File: src/rtl/cmp_pkg.sv
// cmp_pkg: shared types for the chunk-serial comparator.
//   state_t  - controller states (IDLE, RUN, DONE)
//   RES_*    - one-hot result encoding, bit order {LT, GT, EQ}.
//              RES_NONE is the all-zero post-reset value.
package cmp_pkg;

  typedef enum logic [1:0] {
    IDLE = 2'd0,
    RUN  = 2'd1,
    DONE = 2'd2
  } state_t;

  localparam logic [2:0] RES_NONE = 3'b000;
  localparam logic [2:0] RES_EQ   = 3'b001;
  localparam logic [2:0] RES_GT   = 3'b010;
  localparam logic [2:0] RES_LT   = 3'b100;

endpackage

File: src/rtl/cmp_chunk.sv
// cmp_chunk: combinational unsigned magnitude compare of two W-bit slices.
//   a, b : slice inputs
//   eq   : a == b
//   gt   : a >  b (unsigned)
module cmp_chunk #(
  parameter int W = 4
) (
  input  logic [W-1:0] a,
  input  logic [W-1:0] b,
  output logic         eq,
  output logic         gt
);

  assign eq = (a == b);
  assign gt = (a > b);

endmodule

File: src/rtl/cmp_seq.sv
// cmp_seq: chunk-serial magnitude comparator for LEN-bit operands.
// The sign-extension bits are compared at accept time; if they agree the
// operands are walked CHUNK bits per cycle from the MSB, stopping at the
// first differing slice.
//   clk, rst             - clock, async active-high reset
//   in_valid / in_ready  - operand handshake (accepted only in IDLE)
//   A, B                 - operands
//   A_SIGNED, B_SIGNED   - per-operand two's-complement select
//   out_valid/out_ready  - result handshake (held in DONE until taken)
//   EQ, GT, LT           - one-hot result
//   CNT                  - chunks examined before the decision
module cmp_seq
  import cmp_pkg::*;
#(
  parameter  int LEN    = 16,
  parameter  int CHUNK  = 4,
  localparam int NCHUNK = LEN / CHUNK,
  localparam int CW     = $clog2(NCHUNK + 1),
  localparam int IW     = (NCHUNK > 1) ? $clog2(NCHUNK) : 1
) (
  input  logic           clk,
  input  logic           rst,
  input  logic           in_valid,
  output logic           in_ready,
  input  logic [LEN-1:0] A,
  input  logic [LEN-1:0] B,
  input  logic           A_SIGNED,
  input  logic           B_SIGNED,
  output logic           out_valid,
  input  logic           out_ready,
  output logic           EQ,
  output logic           GT,
  output logic           LT,
  output logic [CW-1:0]  CNT
);

  state_t         state_q, state_d;
  logic [LEN-1:0] a_q, a_d, b_q, b_d;
  logic [IW-1:0]  idx_q, idx_d;
  logic [CW-1:0]  cnt_q, cnt_d;
  logic [2:0]     res_q, res_d;

  // Extension bits: each operand viewed as a (LEN+1)-bit two's-complement value.
  logic ax, bx, ext_eq, ext_gt;
  assign ax = A_SIGNED & A[LEN-1];
  assign bx = B_SIGNED & B[LEN-1];

  cmp_chunk #(.W(1)) u_ext (
    .a  (ax),
    .b  (bx),
    .eq (ext_eq),
    .gt (ext_gt)
  );

  // Current slice selected by a right shift, which stays in range for any idx.
  logic [CHUNK-1:0] a_c, b_c;
  logic             ch_eq, ch_gt;
  assign a_c = CHUNK'(a_q >> (int'(idx_q) * CHUNK));
  assign b_c = CHUNK'(b_q >> (int'(idx_q) * CHUNK));

  cmp_chunk #(.W(CHUNK)) u_chunk (
    .a  (a_c),
    .b  (b_c),
    .eq (ch_eq),
    .gt (ch_gt)
  );

  always_comb begin
    state_d = state_q;
    a_d     = a_q;
    b_d     = b_q;
    idx_d   = idx_q;
    cnt_d   = cnt_q;
    res_d   = res_q;
    case (state_q)
      IDLE: begin
        if (in_valid) begin
          a_d   = A;
          b_d   = B;
          cnt_d = '0;
          if (!ext_eq) begin
            // A set extension bit means that operand is negative, hence smaller.
            res_d   = ext_gt ? RES_LT : RES_GT;
            state_d = DONE;
          end else begin
            idx_d   = IW'(NCHUNK - 1);
            state_d = RUN;
          end
        end
      end
      RUN: begin
        cnt_d = cnt_q + CW'(1);
        if (!ch_eq) begin
          res_d   = ch_gt ? RES_GT : RES_LT;
          state_d = DONE;
        end else if (idx_q == '0) begin
          res_d   = RES_EQ;
          state_d = DONE;
        end else begin
          idx_d = idx_q - IW'(1);
        end
      end
      DONE: begin
        if (out_ready) state_d = IDLE;
      end
      default: state_d = IDLE;
    endcase
  end

  always_ff @(posedge clk or posedge rst) begin
    if (rst) begin
      state_q <= IDLE;
      a_q     <= '0;
      b_q     <= '0;
      idx_q   <= '0;
      cnt_q   <= '0;
      res_q   <= RES_NONE;
    end else begin
      state_q <= state_d;
      a_q     <= a_d;
      b_q     <= b_d;
      idx_q   <= idx_d;
      cnt_q   <= cnt_d;
      res_q   <= res_d;
    end
  end

  assign in_ready  = (state_q == IDLE) & ~rst;
  assign out_valid = (state_q == DONE);
  assign EQ        = res_q[0];
  assign GT        = res_q[1];
  assign LT        = res_q[2];
  assign CNT       = cnt_q;

endmodule

File: config.mk
export PLATFORM = sky130hd
export DESIGN_NAME = cmp_seq
export DESIGN_NICKNAME = d
export VERILOG_FILES = /design/src/rtl/cmp_pkg.sv /design/src/rtl/cmp_chunk.sv /design/src/rtl/cmp_seq.sv
export SDC_FILE = /design/constraint.sdc
export NUM_CORES = 1
export LEC_CHECK = 0
export CORE_AREA = 2 2 73 75
export CTS_CLUSTER_SIZE = 10
export DETAILED_ROUTE_END_ITERATION = 12
export DIE_AREA = 0 0 75 77
export GPL_TIMING_DRIVEN = 1
export PLACE_DENSITY = 0.72
export SYNTH_ARGS = -nofsm -noshare
export SYNTH_HDL_FRONTEND = slang
export SYNTH_HIERARCHICAL = 1
export SYNTH_SLANG_ARGS = --single-unit
File: constraint.sdc
create_clock -name clk -period 2.9 [get_ports clk]
set_input_delay 0.29 -clock clk [delete_from_list [all_inputs] [get_ports clk]]
set_output_delay 0.29 -clock clk [all_outputs]
set_load 0.1 [all_outputs]
======== Word-level counts from Yosys, hierarchy flattened ========
Index checks and enable logic that the tools add are counted.
word-level totals
  flip-flop bits (word level) ............. 42
  logic and storage cells ................. 55
cells by class
  bitwise logic cells ..................... 4
  equality and inequality tests ........... 11
  order comparisons ....................... 2
  shift-type cells ........................ 2
  add/subtract/negate cells ............... 2
  muxes and demuxes ....................... 20
  reduce and logical (&&, ||, !) cells .... 8
operators by type and width
  cell                 count
  $shr 16x4->4         2
  $mux 3               7
  $mux 2               9
  $pmux 3 s2           2
  $ne 2x2->1 const B   5
  $pmux 2 s3           1
  $reduce_and 5->1     1
  $eq 4x4->1           1
  $gt 4x4->1           1
  $logic_not 2->1      2
  $pmux 2 s2           1
  $reduce_and 2->1     2
  $reduce_and 4->1     1
  $add 3x1->3 const B  1
  $and 1x1->1          3
  $ne 3x3->1 const B   1
  $reduce_and 3->1     1
  $eq 2x1->1 const B   1
  $eq 2x2->1 const B   1
  $ne 2x1->1 const B   1
  $reduce_bool 2->1    1
  $sub 2x1->2 const B  1
  $eq 1x1->1           1
  $gt 1x1->1           1
  $not 1->1            1

======== Depth between registers and ports, before layout ========
  word-level depth ........................ 6
  depth in mapped cells ................... 10
  mapped depth without buffers ............ 9

======== By module ========
Netlist, hierarchy kept.
by module, submodules not included
  module                cells each  instances  seq. area each (um^2)  area each (um^2)
  cmp_seq               133         1          1,051.0                2,067.0
  cmp_chunk at u_chunk  13          1          0.0                    108.9
  cmp_chunk at u_ext    2           1          0.0                    16.3

======== Least setup slack after synthesis ========
Ideal clock, no wire load.
  path kind ............................... reg2out
  start ................................... register state_q[0]
  end ..................................... output port in_ready
  data required time ...................... 2,610 ps
  stages on the path, launching flop included .. 3
  data arrival time ....................... 2,582 ps
  setup slack ............................. 28 ps
  cell sequence ........................... dfrtp_1 buf_4 nor3_1
between the ends
  cells in the longest elaborated chain, start to end .. 2
ends and longest elaborated chain
  element                 RTL line        RTL
  from (decl)             cmp_seq.sv:37   state_t state_q, state_d;
  from (signal assigned)  cmp_seq.sv:119  state_q <= state_d;
  $logic_not 2->1         cmp_seq.sv:128  assign in_ready = (state_q == IDLE) & ~rst;
  $and 1x1->1             cmp_seq.sv:128
  to (decl)               cmp_seq.sv:24   output logic in_ready,
No other way between the ends.

======== Worst setup path after layout ========
  start ................................... register idx_q[0]
  end ..................................... register idx_q[0]
between the ends
  cells in the longest elaborated chain, start to end .. 4
  elaborated cells between the ends (all ways) .. 11
ends and longest elaborated chain
  element                            RTL line         RTL
  from (decl)                        cmp_seq.sv:39    logic [IW-1:0] idx_q, idx_d;
  from (signal assigned)             cmp_seq.sv:122   idx_q <= idx_d;
  $shr 16x4->4                       cmp_seq.sv:58    assign a_c = CHUNK'(a_q >> (int'(idx_q) * CHUNK));
  via a_c[2]                         cmp_seq.sv:56    logic [CHUNK-1:0] a_c, b_c;
  $eq 4x4->1                         cmp_chunk.sv:14  assign eq = (a == b);
  via ch_eq                          cmp_seq.sv:57    logic ch_eq, ch_gt;
  $ne 2x2->1 (no source line)        n/a
  $reduce_and 5->1 (no source line)  n/a
The timed path passes the listed nets, and every way through them passes these cells. The select of a mux whose other input is x is not followed.
A chain may end at the register's enable or synchronous reset.

==> flow_summary.json <==
{
  "synthCells": 148,
  "remaining_drc_errors": 0,
  "port_buffers": 45,
  "vias": 1320,
  "clock-sinks": 42,
  "crit_required_ps": 3070,
  "crit_slowest_cell": "dfrtp_2",
  "cellPowerDensity_nw_per_um2": 1060,
  "fp.dieH_um": 77,
  "pwr-share-clk": 0.122,
  "start_kind": "register",
  "rsz0062_at_grt": "false",
  "grt_pass1_vias": 1424,
  "core-area_sq_um": 4980,
  "synth.area.top_cells": "dfrtp_1 (48%), mux2_4 (20%), mux4_2 (8.2%), ha_1 (4.0%), mux2_2 (3.6%)",
  "hold_violations": 0,
  "crit_chain": "mux4_2 -> ha_1 -> and4_1 -> nor2b_1 -> a32oi_1 -> mux2_2",
  "clk_path_buf_depth": 2,
  "period_share": 0.910,
  "finalSetupViolCount": 0,
  "yosysTopAreaCellShare": 0.479,
  "worstPathMaxFanout": 11,
  "area_growth_pct": 24.4,
  "h-tree-depth": 2,
  "endpoint_kind": "register",
  "post-cts-setup-buffer-count": 0,
  "viasPerCell": 5.00,
  "max_slew_margin": 0.611,
  "fmax_mhz": 379,
  "whs_ps": 468,
  "clk_pin_slew_worst_paths_ps": 70,
  "drv_cap": 0,
  "clkLatencyLatePin_ps": 290,
  "antenna_found_initial": 0,
  "power_mw": 2.89,
  "num_io_pins": 46,
  "clock_skew_ps": 3.90,
  "seq_area_frac_synth": 0.479,
  "synth.avg_cell_area_sq_um": 14.8,
  "worstMarginPinSlew_ps": 583,
  "crit_buf_inv": 0,
  "seqPwrFrac": 0.367,
  "cts_tree": "done",
  "pwr-share-comb": 0.511,
  "synth_top_area_cell": "dfrtp_1",
  "irDropWorstVdd_mv": 0.405,
  "tns_ps": 0,
  "crit_family": "multiplexers",
  "swShare": 0.376,
  "routedWlPerCell_um": 15.5,
  "grt_pass1_wl_um": 6780,
  "ys_ff_latch": 42,
  "synth_area_sq_um": 2190,
  "clockRootBuffer": "clkbuf_8",
  "grt_max_degree": 43,
  "p_sw_mw": 1.09,
  "path_class": "reg -> reg",
  "postRouteAntennaNets": 0,
  "cts.repair.resized": 0,
  "place_congestion": 0.765,
  "cp.arrival_ps": 2810,
  "drtPass1Iterations": 4,
  "num_rows": 26,
  "min_path_type": "in -> async",
  "die_area_sq_um": 5780,
  "drt-initial-drc-count": 89,
  "drive_gt1_frac": 0.335,
  "period_minus_slack_ps": 2640,
  "antenna_cells": 0,
  "grt_overflow": 0,
  "p_int_mw": 1.81,
  "drv_slew": 0,
  "power.leakage_nw": 1.24,
  "numCtsBuffers": 5,
  "drt-total-wl_um": 4100,
  "hold_buffers": 0,
  "grt_usage": 0.155,
  "die_w_um": 75,
  "synth_nets": 193,
  "initial_core_util": 0.440,
  "ys_warn_count": 6,
  "ys_types": 34,
  "hpwl_um": 3000,
  "num-nets-final": 239,
  "cpPeakStageDelay_ps": 560,
  "status": "completed"
}
==> power by group through the flow <==
stage | logic [mW] | registers (mW) | clock network (mW)
2_1_floorplan | 1.13 | 1.15 | 0
3_3_place_gp | 1.43 | 1.06 | 0
3_5_place_dp | 1.47 | 1.07 | 0
4_1_cts | 1.49 | 1.07 | 0.364
5_1_grt | 1.58 | 1.10 | 0.385
6_report | 1.48 | 1.06 | 0.353
==> state kept, by name, summed over array words and instances, names as in the netlist <==
name     cells
res_q        3
a_q         16
b_q         16
idx_q        2
CNT          3
state_q      2
==> final cells by class <==
type | count | area [sq um]
fill | 409 | 2250
inverter | 10 | 37.5
clock buffer | 7 | 76.3
timing repair buffer | 47 | 445
sequential | 42 | 1050
multi-input combinational | 88 | 1030
tap | 70 | 87.6
==> worst register-to-register path, stage by stage (launching register included) <==
cell and delay, ps:
dfrtp_2 560, mux4_2 560, ha_1 330, and4_1 290, nor2b_1 170, a32oi_1 250
mux2_2 370
==> worst paths after layout <==
kind	start	end	slack, ps	cells past startpoint
worst max-delay path	idx_q[0]	idx_q[0]	260	6
worst min-delay path	rst	res_q[0]	470	3
worst max register to register	idx_q[0]	idx_q[0]	260	6
worst min register to register	a_q[7]	a_q[7]	510	1
max in group asynchronous	rst	idx_q[0]	2040	3
min in group clk	a_q[7]	a_q[7]	510	1
==> layer usage <==
metal | vias up | wire length [um] | GRT usage
li1 | 618 | - | -
met1 | 657 | 1810 | 0.201
met2 | 39 | 2040 | 0.249
met3 | 6 | 201 | 0.0420
met4 | 0 | 48 | 0.0518
met5 | - | 0 | 0
==> cells in the final DEF (no fill, tap or decap) <==
master and count:
o21ai_0 4, a21oi_1 3, a22o_1 1, nand2b_1 1
nand4_1 1, nand2_1 3, clkdlybuf4s50_1 37, clkbuf_1 2
mux2_2 7, clkbuf_8 5, nor2b_2 1, buf_4 10
nand3b_1 1, a22oi_1 1, mux2_1 1, and4_1 1
inv_1 10, dfrtp_1 41, mux2_4 29, and2_1 2
a21boi_0 1, or4bb_1 1, nor2_2 1, a21oi_2 1
and2_4 1, o211ai_2 1, ha_1 7, a32oi_1 1
nor2_1 3, nor2b_1 4, nor3_1 1, o2bb2ai_1 1
dfrtp_2 1, xor2_1 1, mux4_2 8
==> stage by stage <==
stage	utilization	cell area, sq um	std cells	worst slack, ps
final	0.548	2730	264	262
after global routing	0.548	2730	264	113
after detailed placement	0.532	2650	257	88.4
after floorplan	-	2190	148	27.9
after global placement	0.532	2650	257	145
after CTS	0.548	2730	264	68.9
==> logic make-up after synthesis <==
| kind of cell | count (synthesis) | synth area share |
|---|---|---|
| muxes | 45 | 0.322 |
| and+or+nand+nor | 21 | 0.0588 |
| AOI/OAI and AO/OA | 14 | 0.0445 |
| xor gates and xnor gates | 1 | 0.00400 |
| buffers and inverters | 18 | 0.0514 |
| adders and majority gates | 7 | 0.0400 |
| DFF | 42 | 0.479 |
==> synth_stat cells <==
master,n
nor3_1,1
nor2_2,1
mux4_2,8
nor2_1,3
nand2b_1,1
and2_1,2
xor2_1,1
o2bb2ai_1,1
ha_1,7
a21boi_0,1
a21oi_1,3
and2_4,1
buf_4,1
buf_8,2
buf_2,3
nand4_1,1
o21ai_0,4
mux2_4,29
mux2_2,7
nand2_1,3
nand3b_1,1
or4bb_1,1
inv_1,10
a21oi_2,1
a32oi_1,1
o211ai_2,1
and4_1,1
nor2b_1,4
a22oi_1,1
a22o_1,1
mux2_1,1
dfrtp_1,42
nor2b_2,1
buf_6,2
Power figures use the tool's default switching activity.
